<file path="src/rtl/apb_service_pkg.sv">
// Shared register offsets and FSM state type for the APB event service controller.
package apb_service_pkg;

  // Word index within the slave window, decoded from PADDR[4:2]
  localparam logic [2:0] REG_ENABLE  = 3'd0;
  localparam logic [2:0] REG_PENDING = 3'd1;
  localparam logic [2:0] REG_SET     = 3'd2;
  localparam logic [2:0] REG_CLEAR   = 3'd3;
  localparam logic [2:0] REG_MODE    = 3'd4;
  localparam logic [2:0] REG_STATUS  = 3'd5;

  typedef enum logic {
    IDLE = 1'b0,
    REQ  = 1'b1
  } svc_state_e;

endpackage

</file>
<file path="src/rtl/svc_prio_enc.sv">
// Fixed-priority encoder: reports the lowest set index of req and whether any bit is set.
module svc_prio_enc #(
  parameter int NUM_CH = 32,
  parameter int ID_W   = (NUM_CH > 1) ? $clog2(NUM_CH) : 1
) (
  input  logic [NUM_CH-1:0] req,
  output logic              valid,
  output logic [ID_W-1:0]   id
);

  // Scan from the top so the lowest set index is the last one written
  always_comb begin
    valid = |req;
    id    = '0;
    for (int i = NUM_CH - 1; i >= 0; i--) begin
      if (req[i]) id = ID_W'(i);
    end
  end

endmodule

</file>
<file path="src/rtl/apb_service_ctrl.sv">
// APB-programmable event service controller: per-channel level/edge pending bits,
// fixed-priority arbitration and a req/ack handshake towards the core.
//
// state | meaning
// IDLE  | no request outstanding; arbitrates over PENDING each cycle
// REQ   | irq_req_o high, irq_id_o frozen until ack or pending bit withdrawn
module apb_service_ctrl
  import apb_service_pkg::*;
#(
  parameter int APB_ADDR_WIDTH = 12,
  parameter int NUM_CH         = 32,
  parameter int ID_W           = (NUM_CH > 1) ? $clog2(NUM_CH) : 1
) (
  input  logic                      HCLK,
  input  logic                      HRESET,
  input  logic [APB_ADDR_WIDTH-1:0] PADDR,
  input  logic [31:0]               PWDATA,
  input  logic                      PWRITE,
  input  logic                      PSEL,
  input  logic                      PENABLE,
  output logic [31:0]               PRDATA,
  output logic                      PREADY,
  output logic                      PSLVERR,
  input  logic [NUM_CH-1:0]         signal_i,
  output logic                      irq_req_o,
  output logic [ID_W-1:0]           irq_id_o,
  input  logic                      irq_ack_i
);

  svc_state_e        state_q;
  logic [NUM_CH-1:0] enable_q;
  logic [NUM_CH-1:0] mode_q;
  logic [NUM_CH-1:0] pending_q;
  logic [NUM_CH-1:0] pending_nxt;
  logic [NUM_CH-1:0] sig_q;
  logic [NUM_CH-1:0] hw_evt;
  logic [NUM_CH-1:0] set_wr;
  logic [NUM_CH-1:0] clr_wr;
  logic [NUM_CH-1:0] ack_clr;
  logic [NUM_CH-1:0] wdata_ch;
  logic [ID_W-1:0]   irq_id_q;
  logic [ID_W-1:0]   enc_id;
  logic              enc_valid;
  logic              access;
  logic              wr_en;
  logic              rd_en;
  logic              ack_ok;
  logic [2:0]        reg_sel;
  logic [31:0]       status;
  logic              unused_bits;

  assign PREADY  = 1'b1;
  assign PSLVERR = 1'b0;

  assign access   = PSEL & PENABLE;
  assign wr_en    = access & PWRITE;
  assign rd_en    = access & ~PWRITE;
  assign reg_sel  = PADDR[4:2];
  assign wdata_ch = PWDATA[NUM_CH-1:0];

  assign unused_bits = ^{PADDR, PWDATA};

  assign set_wr  = (wr_en && reg_sel == REG_SET)   ? wdata_ch : '0;
  assign clr_wr  = (wr_en && reg_sel == REG_CLEAR) ? wdata_ch : '0;
  assign ack_ok  = (state_q == REQ) & irq_ack_i;
  assign ack_clr = ack_ok ? (NUM_CH'(1) << irq_id_o) : '0;

  assign hw_evt = enable_q & ((mode_q & signal_i & ~sig_q) | (~mode_q & signal_i));

  // Hardware events are OR'd in last so a clear never swallows a same-cycle event
  always_comb begin
    pending_nxt = ((pending_q | hw_evt | set_wr) & ~clr_wr & ~ack_clr) | hw_evt;
    if (wr_en && reg_sel == REG_PENDING) pending_nxt = wdata_ch | hw_evt;
  end

  svc_prio_enc #(
    .NUM_CH (NUM_CH),
    .ID_W   (ID_W)
  ) u_prio_enc (
    .req   (pending_q),
    .valid (enc_valid),
    .id    (enc_id)
  );

  always_ff @(posedge HCLK) begin
    if (HRESET) begin
      enable_q  <= '0;
      mode_q    <= '0;
      pending_q <= '0;
      sig_q     <= '0;
    end else begin
      sig_q     <= signal_i;
      pending_q <= pending_nxt;
      if (wr_en && reg_sel == REG_ENABLE) enable_q <= wdata_ch;
      if (wr_en && reg_sel == REG_MODE)   mode_q   <= wdata_ch;
    end
  end

  always_ff @(posedge HCLK) begin
    if (HRESET) begin
      state_q  <= IDLE;
      irq_id_q <= '0;
    end else begin
      case (state_q)
        IDLE: begin
          if (enc_valid) begin
            state_q  <= REQ;
            irq_id_q <= enc_id;
          end
        end
        REQ: begin
          // No preemption: only ack or software withdrawal releases the request
          if (ack_ok || !pending_q[irq_id_q]) state_q <= IDLE;
        end
        default: state_q <= IDLE;
      endcase
    end
  end

  assign irq_req_o = (state_q == REQ);
  assign irq_id_o  = irq_id_q;

  always_comb begin
    status           = '0;
    status[31]       = irq_req_o;
    status[ID_W-1:0] = irq_id_o;
  end

  always_comb begin
    PRDATA = '0;
    if (rd_en) begin
      case (reg_sel)
        REG_ENABLE:  PRDATA = 32'(enable_q);
        REG_PENDING: PRDATA = 32'(pending_q);
        REG_MODE:    PRDATA = 32'(mode_q);
        REG_STATUS:  PRDATA = status;
        default:     PRDATA = '0;
      endcase
    end
  end

endmodule

</file>
<file path="config.mk">
export PLATFORM = sky130hd
export DESIGN_NAME = apb_service_ctrl
export DESIGN_NICKNAME = d
export VERILOG_FILES = /design/src/rtl/apb_service_pkg.sv /design/src/rtl/svc_prio_enc.sv /design/src/rtl/apb_service_ctrl.sv
export SDC_FILE = /design/constraint.sdc
export NUM_CORES = 1
export LEC_CHECK = 0
export ABC_AREA = 1
export CORE_ASPECT_RATIO = 1.2
export CORE_MARGIN = 1
export CORE_UTILIZATION = 30
export DETAILED_ROUTE_END_ITERATION = 7
export GPL_TIMING_DRIVEN = 0
export PLACE_DENSITY = 0.5
export SLEW_MARGIN = 20
export SYNTH_ARGS = -nofsm -noshare
export SYNTH_HDL_FRONTEND = slang
export SYNTH_SLANG_ARGS = --single-unit
</file>
<file path="constraint.sdc">
create_clock -name HCLK -period 2.2 [get_ports HCLK]
set_input_delay 0.22 -clock HCLK [delete_from_list [all_inputs] [get_ports HCLK]]
set_output_delay 0.22 -clock HCLK [all_outputs]
set_load 0.05 [all_outputs]
</file>
== Yosys cells after proc, flatten, opt, wreduce, memory -nomap -nowiden ==
Index checks and enable logic that the tools add are counted.
Word-level totals
  register bits: 134
  input port bits: 82
  output and inout port bits: 40
  word-level logic and storage cells: 87
Operators by class
  order comparisons: 1
  equal/unequal tests: 5
  shift-type cells: 1
  mux-type cells: 43
  bitwise operators: 21
  reductions and logical operators: 10
Operators by type and width (count)
  $and 32x32->32: 6
  $mux 32: 5
  $mux 5: 32
  $or 32x32->32: 5
  $not 32->32: 4
  $pmux 32 s4: 1
  $reduce_or 32->1: 1
  $shl 1x5->32 const A: 1
  $eq 3x2->1 const B: 2
  $eq 3x3->1 const B: 2
  $lt 5x6->1 const B: 1
  $bmux 1 s5: 1
  $logic_and 1x1->1: 5
  $and 1x1->1: 4
  $eq 3x1->1 const B: 1
  $logic_not 3->1: 1
  $mux 1: 3
  $not 1->1: 2
  $pmux 1 s2: 1
  $reduce_and 2->1: 1
  $logic_not 1->1: 1
  $logic_or 1x1->1: 1

== Depth between registers and ports, before layout ==
  depth in word-level cells: 32
  gate-level depth with buffers: 33
  gate-level depth less buffers: 33

== Hierarchy ==
From an unflattened synthesis, not the netlist that was laid out.
Second synthesis, totals
  cell total of the unflattened synthesis: 1136
  area total of the unflattened synthesis: 7275.7 um^2
Modules (own cells, without submodules)
  apb_service_ctrl: times used 1, cells each 1029, area an instance 6805.3 um^2, sequential area each 2682.6 um^2
  svc_prio_enc: times used 1, cells each 107, area an instance 470.5 um^2, sequential area each 0.0 um^2

== Worst setup path after synthesis ==
Ideal clock, no wire load.
  kind: reg-to-output
  from: reg irq_id_q[2], in the netlist irq_id_o[2]
  to: out PRDATA[2]
  data arrival time: 1.986 ns
  required time: 1.980 ns
  setup slack: -0.006 ns
  cell stages (with the launch flop): 6
  path buffers: 1
  path through: dfxtp_1 > inv_1 > clkbuf_1 > o21ai_0 > a221oi_1 > nor2_1
Between the ends
  longest elaborated chain between the ends: 2
RTL lines
  start: declaration: line apb_service_ctrl.sv:41  | logic [ID_W-1:0] irq_id_q;
  start signal: assignment: line apb_service_ctrl.sv:108  | irq_id_q <= enc_id;
  $pmux 32 s4: line apb_service_ctrl.sv:132  | case (reg_sel)
  $mux 32: line apb_service_ctrl.sv:131  | if (rd_en) begin
  end: declaration: line apb_service_ctrl.sv:21  | output logic [31:0] PRDATA,
No other way between the ends.

== Final worst setup path ==
  from: reg pending_q[31]
  to: reg irq_id_q[0], in the netlist irq_id_o[0]
Between the ends
  longest elaborated chain between the ends: 32
  elaborated cells between the ends (all ways): 34
  classes of those cells: 32 x mux; 2 x reduce/logical
RTL lines
  start: declaration: line apb_service_ctrl.sv:33  | logic [NUM_CH-1:0] pending_q;
  start signal: assignment: line apb_service_ctrl.sv:93  | pending_q <= pending_nxt;
  $mux 5 (32 in a row): line svc_prio_enc.sv:16  | if (req[i]) id = ID_W'(i);
Parallel ways exist; a longest one is shown, timed or not.
A chain may end at the register's enable or synchronous reset.

==> flow_metrics.py <==
metrics = {
    "clocking": {
        "cts_sinks": 134,
        "clk_pin_slew_worst_paths_ns": 0.06,
        "cts_root_buf": "clkbuf_16",
        "cts_tree": "done",
        "clkLatencyLatePin_ns": 0.43,
        "cts_buffers": 17,
        "cts_max_path_buffers": 2,
        "cts_max_level": 4,
    },
    "yosys": {
        "async_flop_share_pct": 0,
        "synth_ff_type": "dfxtp_1",
        "synth_cell_type_count": 33,
        "synthTopCellsByCount": "204 x nand2_1, 134 x dfxtp_1, 122 x inv_1, 112 x a21oi_1, 95 x o21ai_1",
        "synth_top_area_share_pct": 38.9,
        "ys_warn_count": 0,
        "syn_area_um2": 6900,
        "synth.area.top_cells": "dfxtp_1 39%, nand2_1 11%, a21oi_1 8.1%",
        "ys_seq_elements": 134,
        "synth_most_common_cell": "nand2_1",
        "postSynthCellCount": 1035,
        "ys_seq_area_share_pct": 38.9,
        "post-synth-top-area-cell": "dfxtp_1",
        "synth_nets": 1117,
        "synth.avg_cell_area_um2": 6.67,
        "synth_edf_count": 0,
    },
    "finish": {
        "final_area_um2": 9090,
        "utilization_pct": 40.3,
        "n_antenna_cell": 0,
        "nets": 1258,
        "finalNonFillerCells": 1468,
        "drive_above_1_share_pct": 12.3,
        "syn_to_final_growth_pct": 31.6,
    },
    "routing": {
        "wl_per_cell_um": 19.2,
        "avgViaCountPerCell": 5.20,
        "drc": 0,
        "first_pass_iters": 5,
        "wl_mm": 28.1,
        "via_count": 7633,
        "drt_iter0_markers": 598,
        "ant_nets": 0,
    },
    "floorplanning": {
        "coreArea_um2": 22500,
        "io_pins": 122,
        "start_util_pct": 30.7,
        "die_x_um": 140,
        "num_rows": 60,
        "fp.dieH_um": 168,
        "die_area_um2": 23600,
    },
    "placed_design": {
        "place_area_um2": 8350,
        "gp_congestion": 0.948,
        "port_buffers": 108,
        "placedCellCount": 1422,
        "dp_hpwl_mm": 21.0,
    },
    "worst_setup_path": {
        "crit_path_top_delay_cell": "dfxtp_2",
        "critPathCapture": "irq_id_o[0]",
        "r2r-end": "irq_id_o[0]",
        "critical_path_buf_inv_count": 0,
        "slowest_delay_ns": 0.37,
        "startpoint_type": "register",
        "cp_max_fo": 5,
        "rr_worst_depth": 32,
        "r2r-start": "pending_q[31]",
        "critical_path_cell_count": 32,
        "critPathTopFamily": "simple AND/OR/NAND/NOR gates",
        "startpoint": "pending_q[31]",
        "timing.critical_path.mode_cell": "nand2_1",
        "crit_arrival_ns": 2.61,
        "required_ns": 2.55,
        "worstSetupPathType": "register to register",
        "reg2reg_slack_ns": -0.05,
        "crit_path_end_kind": "register",
    },
    "global_route": {
        "met2_usage_pct": 42.7,
        "antenna_found_initial": 0,
        "gr-total-overflow": 0,
        "busiest_layer": "met2",
        "use_met3_pct": 4.21,
        "grt_usage_pct": 24.3,
        "grt_pass1_wl_mm": 43.3,
        "globalRouteMet1Util_pct": 29.9,
        "grt_max_degree": 17,
        "grt_pass1_vias": 7352,
    },
    "status": {
        "violations": "negative setup slack",
        "status": "finished with violations",
    },
    "min_path": {
        "hold_path_class": "input pin to register",
    },
    "sta": {
        "fin_crit_sh_pct": 102,
        "final-setup-viol-count": 1,
        "worstMarginPinSlew_ns": 0.734,
        "maxSlewViolCount": 0,
        "final.setup.tns_ns": -0.0536,
        "fin_crit_ns": 2.25,
        "hold_viol": 0,
        "max_freq_ghz": 0.444,
        "fin_ws_ns": -0.0536,
        "maxSlewHeadroom_pct": 51.1,
        "rsz0062_at_grt": "yes",
        "fin_worst_skew_ns": 0.00671,
    },
    "power": {
        "leakage_nw": 3.86,
        "ir_drop_mv": 0.454,
        "p_per_area_nw_per_um2": 731,
    },
    "run": {
        "drv_cap": 0,
    },
}
## power by group
group / internal, mW / total (mW) / leakage [nW] / switching, mW
combinational: 0.341 / 1.04 / 2.47 / 0.695
clock: 1.90 / 3.02 / 0.296 / 1.12
sequential: 2.51 / 2.58 / 1.09 / 0.0724
## through the flow
step,setup WS (ns),power (mW),hold slack (ns)
floorplan,0.0709,3.16,0.327
global placement,-1.28,3.61,0.507
detailed placement,-1.36,3.61,0.510
CTS,-0.0169,6.63,0.338
global route,-0.331,6.86,0.360
finish,-0.0536,6.64,0.344
## worst register-to-register path: cells and delay by family (launching register included)
family | cells | cell delay, ns
AO/OA/AOI/OAI | 1 | 0.11
flip-flops | 1 | 0.37
AND/OR/NAND/NOR | 31 | 1.72
## layout by cell type, fill, tap and decap left out, types with 5 or more instances in the layout
cell               n
inv_2             17
dfxtp_2            5
clkbuf_2          15
clkbuf_4           8
nand3_1           68
nor2_1            68
clkdlybuf4s50_1   74
buf_2             26
a221oi_1          12
o21ai_0           29
o21ai_1           95
o221ai_1          16
o211ai_1          30
clkbuf_16         17
buf_4             15
clkdlybuf4s15_2    6
a21oi_1          112
clkinv_2           5
inv_1            122
nor3_1            10
nand2_1          204
clkbuf_8           6
clkbuf_1          35
dfxtp_1          128
o22ai_1           19
nor2_2             5
## registers in the layout (all words and copies together) (netlist names)
register   flops
mode_q        32
sig_q         32
irq_req_o      1
enable_q      32
pending_q     32
irq_id_o       5
## routing by layer
metal | vias to the layer above | share of wire, %
met3 | 37 | 5.2
li1 | 3769 | -
met4 | 0 | 2.3
met2 | 253 | 49
met1 | 3574 | 44
met5 | - | 0
## area by class of cell
type | instances | area [um^2]
clock inverters | 8 | 120
well taps | 279 | 349
clock buffers | 24 | 492
inverters | 147 | 614
flip-flops and latches | 134 | 2690
plain buffers | 60 | 289
repair buffers | 122 | 1080
fillers | 2415 | 13400
multi-input cells | 694 | 3450
## kinds of logic (layout without fill, tap and decap cells)
| kind of cell | Yosys count | count (layout) | share of synthesized area, % |
|---|---|---|---|
| and+or+nand+nor | 369 | 369 | 22.0 |
| AOI/OAI and AO/OA | 323 | 323 | 26.8 |
| buffers and inverters | 207 | 361 | 12.2 |
| DFF | 134 | 134 | 38.9 |
| other | 2 | 2 | 0.109 |
## worst min-delay path by stage
| stage | from | endpoint | slack [ns] | cells past startpoint |
|---|---|---|---|---|
| after floorplan | signal_i[0] | sig_q[0] | 0.33 | 2 |
| after global routing | signal_i[22] | sig_q[22] | 0.36 | 3 |
| after global placement | enable_q[26] | pending_q[26] | 0.51 | 2 |
| after detailed placement | enable_q[26] | pending_q[26] | 0.51 | 2 |
| after CTS | signal_i[21] | sig_q[21] | 0.34 | 3 |
| final | signal_i[20] | sig_q[20] | 0.34 | 3 |
## timing repair
item,in CTS,in global routing
setup buffers,8,6
resized for setup,146,74
hold buffers,0,0
endpoints found under the setup margin,98,101
pin swaps,3,2
Power figures use the tool's default switching activity.
